File: src/rtl/sd_pkg.sv
// Shared types and constants for the SD SPI-mode response receiver.
package sd_pkg;

   localparam logic [1:0] RESP_R1   = 2'd0;
   localparam logic [1:0] RESP_R1B  = 2'd1;
   localparam logic [1:0] RESP_R2   = 2'd2;
   localparam logic [1:0] RESP_R3R7 = 2'd3;

   localparam int unsigned BIT_CNT_W = 6;
   localparam int unsigned LEN_R1    = 8;
   localparam int unsigned LEN_R2    = 16;
   localparam int unsigned LEN_R3R7  = 40;

   typedef enum logic [2:0] {
      ST_IDLE,
      ST_WAIT_START,
      ST_SHIFT,
      ST_BUSY_WAIT,
      ST_DONE
   } state_e;

   // Wire length in bits of a response type, start bit included.
   function automatic logic [BIT_CNT_W-1:0] resp_len(input logic [1:0] t);
      case (t)
         RESP_R2:   resp_len = BIT_CNT_W'(LEN_R2);
         RESP_R3R7: resp_len = BIT_CNT_W'(LEN_R3R7);
         default:   resp_len = BIT_CNT_W'(LEN_R1);
      endcase
   endfunction

endpackage

File: src/rtl/sd_down_counter.sv
// Loadable down counter with a registered zero flag; stops at zero.
module sd_down_counter #(
   parameter int unsigned W = 8
) (
   input  logic         clk,
   input  logic         reset,
   input  logic         load_i,
   input  logic [W-1:0] load_val_i,
   input  logic         dec_i,
   output logic         zero_o
);

   logic [W-1:0] cnt_q, cnt_d;
   logic         zero_q, zero_d;

   always_comb begin
      cnt_d  = cnt_q;
      zero_d = zero_q;
      if (load_i) begin
         cnt_d  = load_val_i;
         zero_d = (load_val_i == '0);
      end else if (dec_i && !zero_q) begin
         cnt_d  = cnt_q - W'(1);
         zero_d = (cnt_q == W'(1));
      end
   end

   always_ff @(posedge clk) begin
      if (reset) begin
         cnt_q  <= '0;
         zero_q <= 1'b1;
      end else begin
         cnt_q  <= cnt_d;
         zero_q <= zero_d;
      end
   end

   assign zero_o = zero_q;

endmodule

File: src/rtl/sd_spi_resp_rx.sv
// SD SPI-mode response receiver: start-bit hunt, R1/R1b/R2/R3/R7 shift-in,
// R1b busy tracking, Ncr and busy timeouts, one resp_valid per transaction.
module sd_spi_resp_rx
   import sd_pkg::*;
#(
   parameter int unsigned RESP_W   = 40,
   parameter int unsigned NCR_MAX  = 64,
   parameter int unsigned BUSY_MAX = 65535,
   parameter int unsigned CNT_W    =
      $clog2(((NCR_MAX > BUSY_MAX) ? NCR_MAX : BUSY_MAX) + 1)
) (
   input  logic              clk,
   input  logic              reset,
   input  logic              sample_en_i,
   input  logic              miso_i,
   input  logic              start_i,
   input  logic [1:0]        resp_type_i,
   input  logic              abort_i,
   output logic              busy_o,
   output logic              resp_valid_o,
   output logic [RESP_W-1:0] resp_data_o,
   output logic              resp_timeout_o,
   output logic              busy_timeout_o
);

   state_e              state_q, state_d;
   logic [1:0]          type_q, type_d;
   logic [RESP_W-1:0]   data_q, data_d;
   logic                rt_q, rt_d, bt_q, bt_d;
   logic                busy_q, busy_d, valid_q, valid_d;

   logic                 bit_load, bit_dec, bit_zero;
   logic [BIT_CNT_W-1:0] bit_val;
   logic                 win_load, win_dec, win_zero;
   logic [CNT_W-1:0]     win_val;

   // Counters are preloaded with (count - 1) so the zero flag marks the deciding sample.
   sd_down_counter #(.W(BIT_CNT_W)) u_bit_cnt (
      .clk        (clk),
      .reset      (reset),
      .load_i     (bit_load),
      .load_val_i (bit_val),
      .dec_i      (bit_dec),
      .zero_o     (bit_zero)
   );

   // Ncr and busy windows never overlap, so they share one counter.
   sd_down_counter #(.W(CNT_W)) u_win_cnt (
      .clk        (clk),
      .reset      (reset),
      .load_i     (win_load),
      .load_val_i (win_val),
      .dec_i      (win_dec),
      .zero_o     (win_zero)
   );

   always_comb begin
      state_d  = state_q;
      type_d   = type_q;
      data_d   = data_q;
      rt_d     = rt_q;
      bt_d     = bt_q;
      bit_load = 1'b0;
      bit_val  = '0;
      bit_dec  = 1'b0;
      win_load = 1'b0;
      win_val  = '0;
      win_dec  = 1'b0;

      if (abort_i) begin
         state_d = ST_IDLE;
      end else begin
         case (state_q)
            ST_IDLE: begin
               if (start_i) begin
                  type_d   = resp_type_i;
                  data_d   = '0;
                  rt_d     = 1'b0;
                  bt_d     = 1'b0;
                  bit_load = 1'b1;
                  bit_val  = resp_len(resp_type_i) - BIT_CNT_W'(2);
                  win_load = 1'b1;
                  win_val  = CNT_W'(NCR_MAX - 1);
                  state_d  = ST_WAIT_START;
               end
            end
            ST_WAIT_START: begin
               if (sample_en_i) begin
                  if (!miso_i) begin
                     data_d  = {data_q[RESP_W-2:0], 1'b0};
                     state_d = ST_SHIFT;
                  end else if (win_zero) begin
                     data_d  = '1;
                     rt_d    = 1'b1;
                     state_d = ST_DONE;
                  end else begin
                     win_dec = 1'b1;
                  end
               end
            end
            ST_SHIFT: begin
               if (sample_en_i) begin
                  data_d = {data_q[RESP_W-2:0], miso_i};
                  if (!bit_zero) begin
                     bit_dec = 1'b1;
                  end else if (type_q == RESP_R1B) begin
                     win_load = 1'b1;
                     win_val  = CNT_W'(BUSY_MAX - 1);
                     state_d  = ST_BUSY_WAIT;
                  end else begin
                     state_d = ST_DONE;
                  end
               end
            end
            ST_BUSY_WAIT: begin
               if (sample_en_i) begin
                  if (miso_i) begin
                     state_d = ST_DONE;
                  end else if (win_zero) begin
                     bt_d    = 1'b1;
                     state_d = ST_DONE;
                  end else begin
                     win_dec = 1'b1;
                  end
               end
            end
            ST_DONE: state_d = ST_IDLE;
            default: state_d = ST_IDLE;
         endcase
      end

      busy_d  = (state_d != ST_IDLE);
      valid_d = (state_d == ST_DONE);
   end

   always_ff @(posedge clk) begin
      if (reset) begin
         state_q <= ST_IDLE;
         type_q  <= RESP_R1;
         data_q  <= '0;
         rt_q    <= 1'b0;
         bt_q    <= 1'b0;
         busy_q  <= 1'b0;
         valid_q <= 1'b0;
      end else begin
         state_q <= state_d;
         type_q  <= type_d;
         data_q  <= data_d;
         rt_q    <= rt_d;
         bt_q    <= bt_d;
         busy_q  <= busy_d;
         valid_q <= valid_d;
      end
   end

   assign busy_o         = busy_q;
   assign resp_valid_o   = valid_q;
   assign resp_data_o    = data_q;
   assign resp_timeout_o = rt_q;
   assign busy_timeout_o = bt_q;

endmodule

File: config.mk
export PLATFORM = sky130hd
export DESIGN_NAME = sd_spi_resp_rx
export DESIGN_NICKNAME = d
export VERILOG_FILES = /design/src/rtl/sd_pkg.sv /design/src/rtl/sd_down_counter.sv /design/src/rtl/sd_spi_resp_rx.sv
export SDC_FILE = /design/constraint.sdc
export NUM_CORES = 1
export LEC_CHECK = 0
export ABC_AREA = 1
export BUFFER_PORTS_ARGS = -buffer_cell sky130_fd_sc_hd__buf_2
export CORE_MARGIN = 10
export CORE_UTILIZATION = 52
export CTS_CLUSTER_SIZE = 8
export DETAILED_ROUTE_END_ITERATION = 10
export PLACE_DENSITY = 0.75
export SKIP_LAST_GASP = 1
export SYNTH_ARGS = -nofsm -noshare
export SYNTH_HDL_FRONTEND = slang
export SYNTH_SLANG_ARGS = --single-unit
export TNS_END_PERCENT = 5
File: constraint.sdc
create_clock -name clk -period 1.49 [get_ports clk]
set_input_delay 0.2235 -clock clk [delete_from_list [all_inputs] [get_ports clk]]
set_output_delay 0.2235 -clock clk [all_outputs]
set_load 0.05 [all_outputs]
After elaboration in Yosys (flattened, before gate mapping)
Index checks and enable logic that the tools add are counted.
- add/sub/neg operators: 3
- eq/ne operators: 18
- muxes and demuxes: 65
- bitwise logic cells: 1
- reduce and logical (&&, ||, !) cells: 17
- operators with widths (kind ; number):
    $mux W40 ; 5
    $pmux W40 S3 ; 1
    $mux W16 ; 6
    $mux W6 ; 9
    $pmux W16 S2 ; 1
    $mux W3 ; 10
    $mux W1 ; 27
    $reduce_and A6 Y1 ; 3
    $eq A16 B1 Y1 const B ; 1
    $logic_not A16 Y1 ; 1
    $sub A16 B1 Y16 const B ; 1
    $ne A2 B2 Y1 const B ; 6
    $pmux W3 S4 ; 1
    $pmux W6 S2 ; 1
    $pmux W1 S2 ; 4
    $reduce_bool A2 Y1 ; 4
    $eq A3 B2 Y1 const B ; 2
    $eq A6 B1 Y1 const B ; 1
    $logic_not A6 Y1 ; 1
    $reduce_bool A3 Y1 ; 2
    $sub A6 B1 Y6 const B ; 1
    $sub A6 B2 Y6 const B ; 1
    $eq A2 B2 Y1 const B ; 2
    $ne A2 B1 Y1 const B ; 2
    other kinds (9) ; 11
- bits in registers: 73
- bits of input ports: 8
- word-level logic and storage cells: 115

Logic depth before layout (Yosys ltp)
- depth after elaboration: 11
- mapped depth: 11

Modules after synthesis
From an unflattened synthesis, not the netlist that was laid out.
- cells, all modules: 788
- area total of the unflattened synthesis: 4689.5 um2
- by module, submodules not included (module ; instances ; cells each ; area an instance (um2) ; sequential area each (um2)):
    sd_spi_resp_rx ; 1 ; 533 ; 3088.0 ; 980.9
    sd_down_counter (u_win_cnt) ; 1 ; 188 ; 1156.1 ; 340.3
    sd_down_counter (u_bit_cnt) ; 1 ; 67 ; 445.4 ; 140.1

Worst setup path before layout
Ideal clock, no wire load.
- path kind: flip-flop to flip-flop
- start point: register state_q[0]
- end point: register data_q[1], in the netlist resp_data_o[1]
- arrival time: 1.409 ns
- setup slack: -0.033 ns
- stages on the path, launching flop included: 11
- clock period less this slack: 1.523 ns
- cells stage by stage: dfxtp_1 > nor2_2 > nand2_1 > nand2_2 > nand2_1 > nand2_1 > nor3_4 > buf_6 > nand2_1 > nand2_1 > nor2_1
- longest elaborated chain between the ends: 3
- elaborated cells between the ends (all ways): 10
- classes of those cells: eq/ne: 6; mux: 1; reduce/logical: 3
- ends and longest elaborated chain (element ; RTL line ; source):
    start: declaration ; sd_spi_resp_rx.sv:26 ; state_e state_q, state_d;
    start signal: assignment ; sd_spi_resp_rx.sv:146 ; state_q <= state_d;
    $eq A3 B1 Y1 (tied with other cells) ; sd_spi_resp_rx.sv:73 ; case (state_q)
    $ne A3 B2 Y1 (no source line) (tied with other cells) ; - ;
    $reduce_and A6 Y1 (no source line) ; - ;
    end signal: assignment ; sd_spi_resp_rx.sv:148 ; data_q <= data_d;
    end: declaration ; sd_spi_resp_rx.sv:28 ; logic [RESP_W-1:0] data_q, data_d;
Several ways; a longest one is shown, not always the timed one.
A chain may end at the register's enable or synchronous reset.

Worst setup path after layout
- start point: register state_q[0]
- end point: register data_q[3], in the netlist resp_data_o[3]
The elaborated chain is that of the path after synthesis.

==> qor.txt <==
Status: finished with violations
Violations in the final reports: setup timing
RSZ-0062 raised after global routing: true
WS Path Type: flop to flop
ANT cells: 0
Slew margin rel.: 75.5%
Power density over the cells: 1090 nW/µm²
Register area: 1470 µm²
Leak Pwr: 0.00232 µW
Hold_ws: 0.138 ns
DR DRC count: 0
Pins Over Slew Limit: 0
Crit-path cells: nor2_4 -> nand2_2 -> nand2_2 -> nand2_2 -> nand2_2 -> nor3_4 -> buf_6 -> clkbuf_16 -> nand2_1 -> nand2_1 -> nor2_1
Final core occ: 66.3%
Via density per instance: 5.12
TritonCTS clock tree: done
Slew @ Worst Pin: 0.366 ns
Post-route ant nets: 0
Mapped Nets: 599
Synthesized instance count: 587
Reg-to-Reg End: resp_data_o[3]
Pin count of the biggest net entering global routing: 60
CTS buffer count: 9
First-pass GRT wire length: 15.2 mm
CTS sink count: 73
Iter 0 DRT Violations: 235
Synthesis-stage register bit count: 73
DR vias: 3,851
FMAX: 0.630 GHz
Root Driver: clkbuf_8
Most frequent CP cell: nand2_2
DR WL/cell: 13.0 µm
Min Tclk post-route: 1.59 ns
Yosys warns: 0
Clock Pin Slew Worst Setup and Hold Paths: 0.08 ns
Core box area: 6870 µm²
Type of origin of the critical path: flop
Port buffer count: 51
Mapped Area: 3730 µm²
Worst-path fanout max: 8
Multi-input gate area: 1950 µm²
Ys flop type: dfxtp_1
Most common cell after layout, fill and taps aside: nand2_1
GR Util All Layers: 16.0%
Max clock buf depth: 2
Worst Path Buf+Inv: 2
Pre-antenna DRT Iters: 5
DP Wirelength: 6.29 mm
CP delay by family, top: simple AND/OR/NAND/NOR gates
Final period utilization: 106%
Worst r2r path cells: 11
Fillcell total: 604
Number of global-route vias before repair: 3,381
R2R Setup Slk: -0.1 ns
Routability cong.: 0.925
Worst Hold End: type_q[0]
Die width: 105 µm
PnR Total Power: 4970 µW
Ys async rst share: 0%
Most frequent cells in the layout: 142 x nand2_1, 123 x nor2_1, 70 x dfxtp_1
Hold Crit Start: resp_type_i[0]
Number of synthesized flops with an enable pin: 0
Clock skew: 0.0107 ns
Grt ovf: 0
Maximum VDD drop: 0.667 mV
Routed wire length: 9.76 mm
Unique masters post-synth: 25
TNS Setup: -2.82 ns
Clk Latency, worst-skew pair: 0.34 ns
Slowest stage cell, crit path: dfxtp_4
Post-synthesis sequential area ratio: 39.2%
CP max stage delay: 0.40 ns
Initial antenna violation count: 0
Hold Fails Final Rpt: 0
Initial Util: 54.3%
Req. time, crit path: 1.73 ns
Endpoint class of the critical path: flop
Hold Crit Depth: 3
Non-Filler Instances: 752
Area Overhead vs Synth: 22.0%
Setup ws final: -0.0965 ns
Post-Syn Area per Cell: 6.36 µm²
Rows: 30
Share of layout cells above drive strength 1: 18.8%
HP Class: input pin to flop
H-Tree Depth: 3
IO Pins: 52
Final setup viols: 40
MaxCap Viol Count: 0
Reg-to-Reg Start: state_q[0]
Crit path DAT: 1.82 ns
Nets: 663
Full die area: 11,000 µm²
DP Cell Count: 728
Die Y: 105 µm
[repair_timing]
item	in CTS	in global routing
endpoints found under the setup margin	13	59
buffers inserted	0	2
pin swaps	0	7
hold buffers	0	0
gates resized for setup	0	23
gates cloned	0	6
[Yosys cell counts (all sizes together) (2+ instances only)]
master / count / area share [%]
nand2: 152 / 15
nor2: 128 / 13
dfxtp: 73 / 39
nand3: 57 / 7.8
inv: 56 / 5.6
a21oi: 55 / 7.4
o21ai: 19 / 2.5
buf: 17 / 3.5
clkbuf: 8 / 0.80
ha: 4 / 1.3
nor3: 4 / 0.84
nand4: 3 / 0.50
o211ai: 3 / 0.60
xor2: 3 / 0.70
a31oi: 2 / 0.34
o22ai: 2 / 0.34
[per-stage QoR]
step | area [µm²] | setup slack, ns
3_3_place_gp | 4140 | 0.0286
3_5_place_dp | 4140 | 0.00913
5_1_grt | 4550 | -0.178
6_report | 4550 | -0.0965
4_1_cts | 4340 | -0.0105
2_1_floorplan | 3740 | 0.0204
[tightest hold or removal path, stage by stage]
cell and delay (ns):
buf_2 0.10, nand3_1 0.07, nand2_1 0.06
[per-layer routing]
metal	GRT usage [%]	share of wire, %	vias up
met1	20.3	47	1729
met3	4.85	5.8	10
met4	5.10	0.76	0
met2	25.4	47	118
met5	0	0	-
li1	-	-	1994
[registers in the layout, summed over array words and instances (netlist names)]
register,cells
resp_data_o,40
u_win_cnt.cnt_q,16
u_bit_cnt.cnt_q,6
state_q,3
type_q,2
busy_o,1
busy_timeout_o,1
resp_timeout_o,1
resp_valid_o,1
u_bit_cnt.zero_o,1
u_win_cnt.zero_o,1
[logic make-up after synthesis]
logic type | Yosys count | synth area share (%)
simple gates | 345 | 37.7
fa+ha+maj | 4 | 1.34
buf+inv | 81 | 9.89
flops | 73 | 39.2
xor+xnor | 3 | 0.704
compound gates | 81 | 11.2
[how the worst max path moves through the flow]
stage / cells past startpoint / slack (ns) / start / endpoint
floorplan: 10 / 0.02 / state_q[0] / resp_data_o[1]
global placement: 8 / 0.03 / state_q[1] / resp_data_o[13]
detailed placement: 8 / 0.009 / state_q[0] / resp_data_o[19]
CTS: 8 / -0.01 / state_q[1] / resp_data_o[37]
global route: 11 / -0.18 / state_q[0] / resp_data_o[7]
finish: 11 / -0.1 / state_q[0] / resp_data_o[3]
[cell type report]
class / instances / share of cell area (%)
Timing Repair Buffer: 78 / 13.0
Sequential cell: 73 / 32.3
Multi-Input combinational cell: 433 / 42.8
Clock inverter: 4 / 1.13
Clock buffer: 12 / 3.41
Inverter: 56 / 4.67
Tap cell: 96 / 2.64
[power breakdown]
| part | internal (µW) | switching (µW) |
|---|---|---|
| clock network | 866 | 724 |
| registers | 2070 | 98.2 |
| logic | 384 | 825 |
| total | 3320 | 1650 |
(Power assumes the default switching activity.)
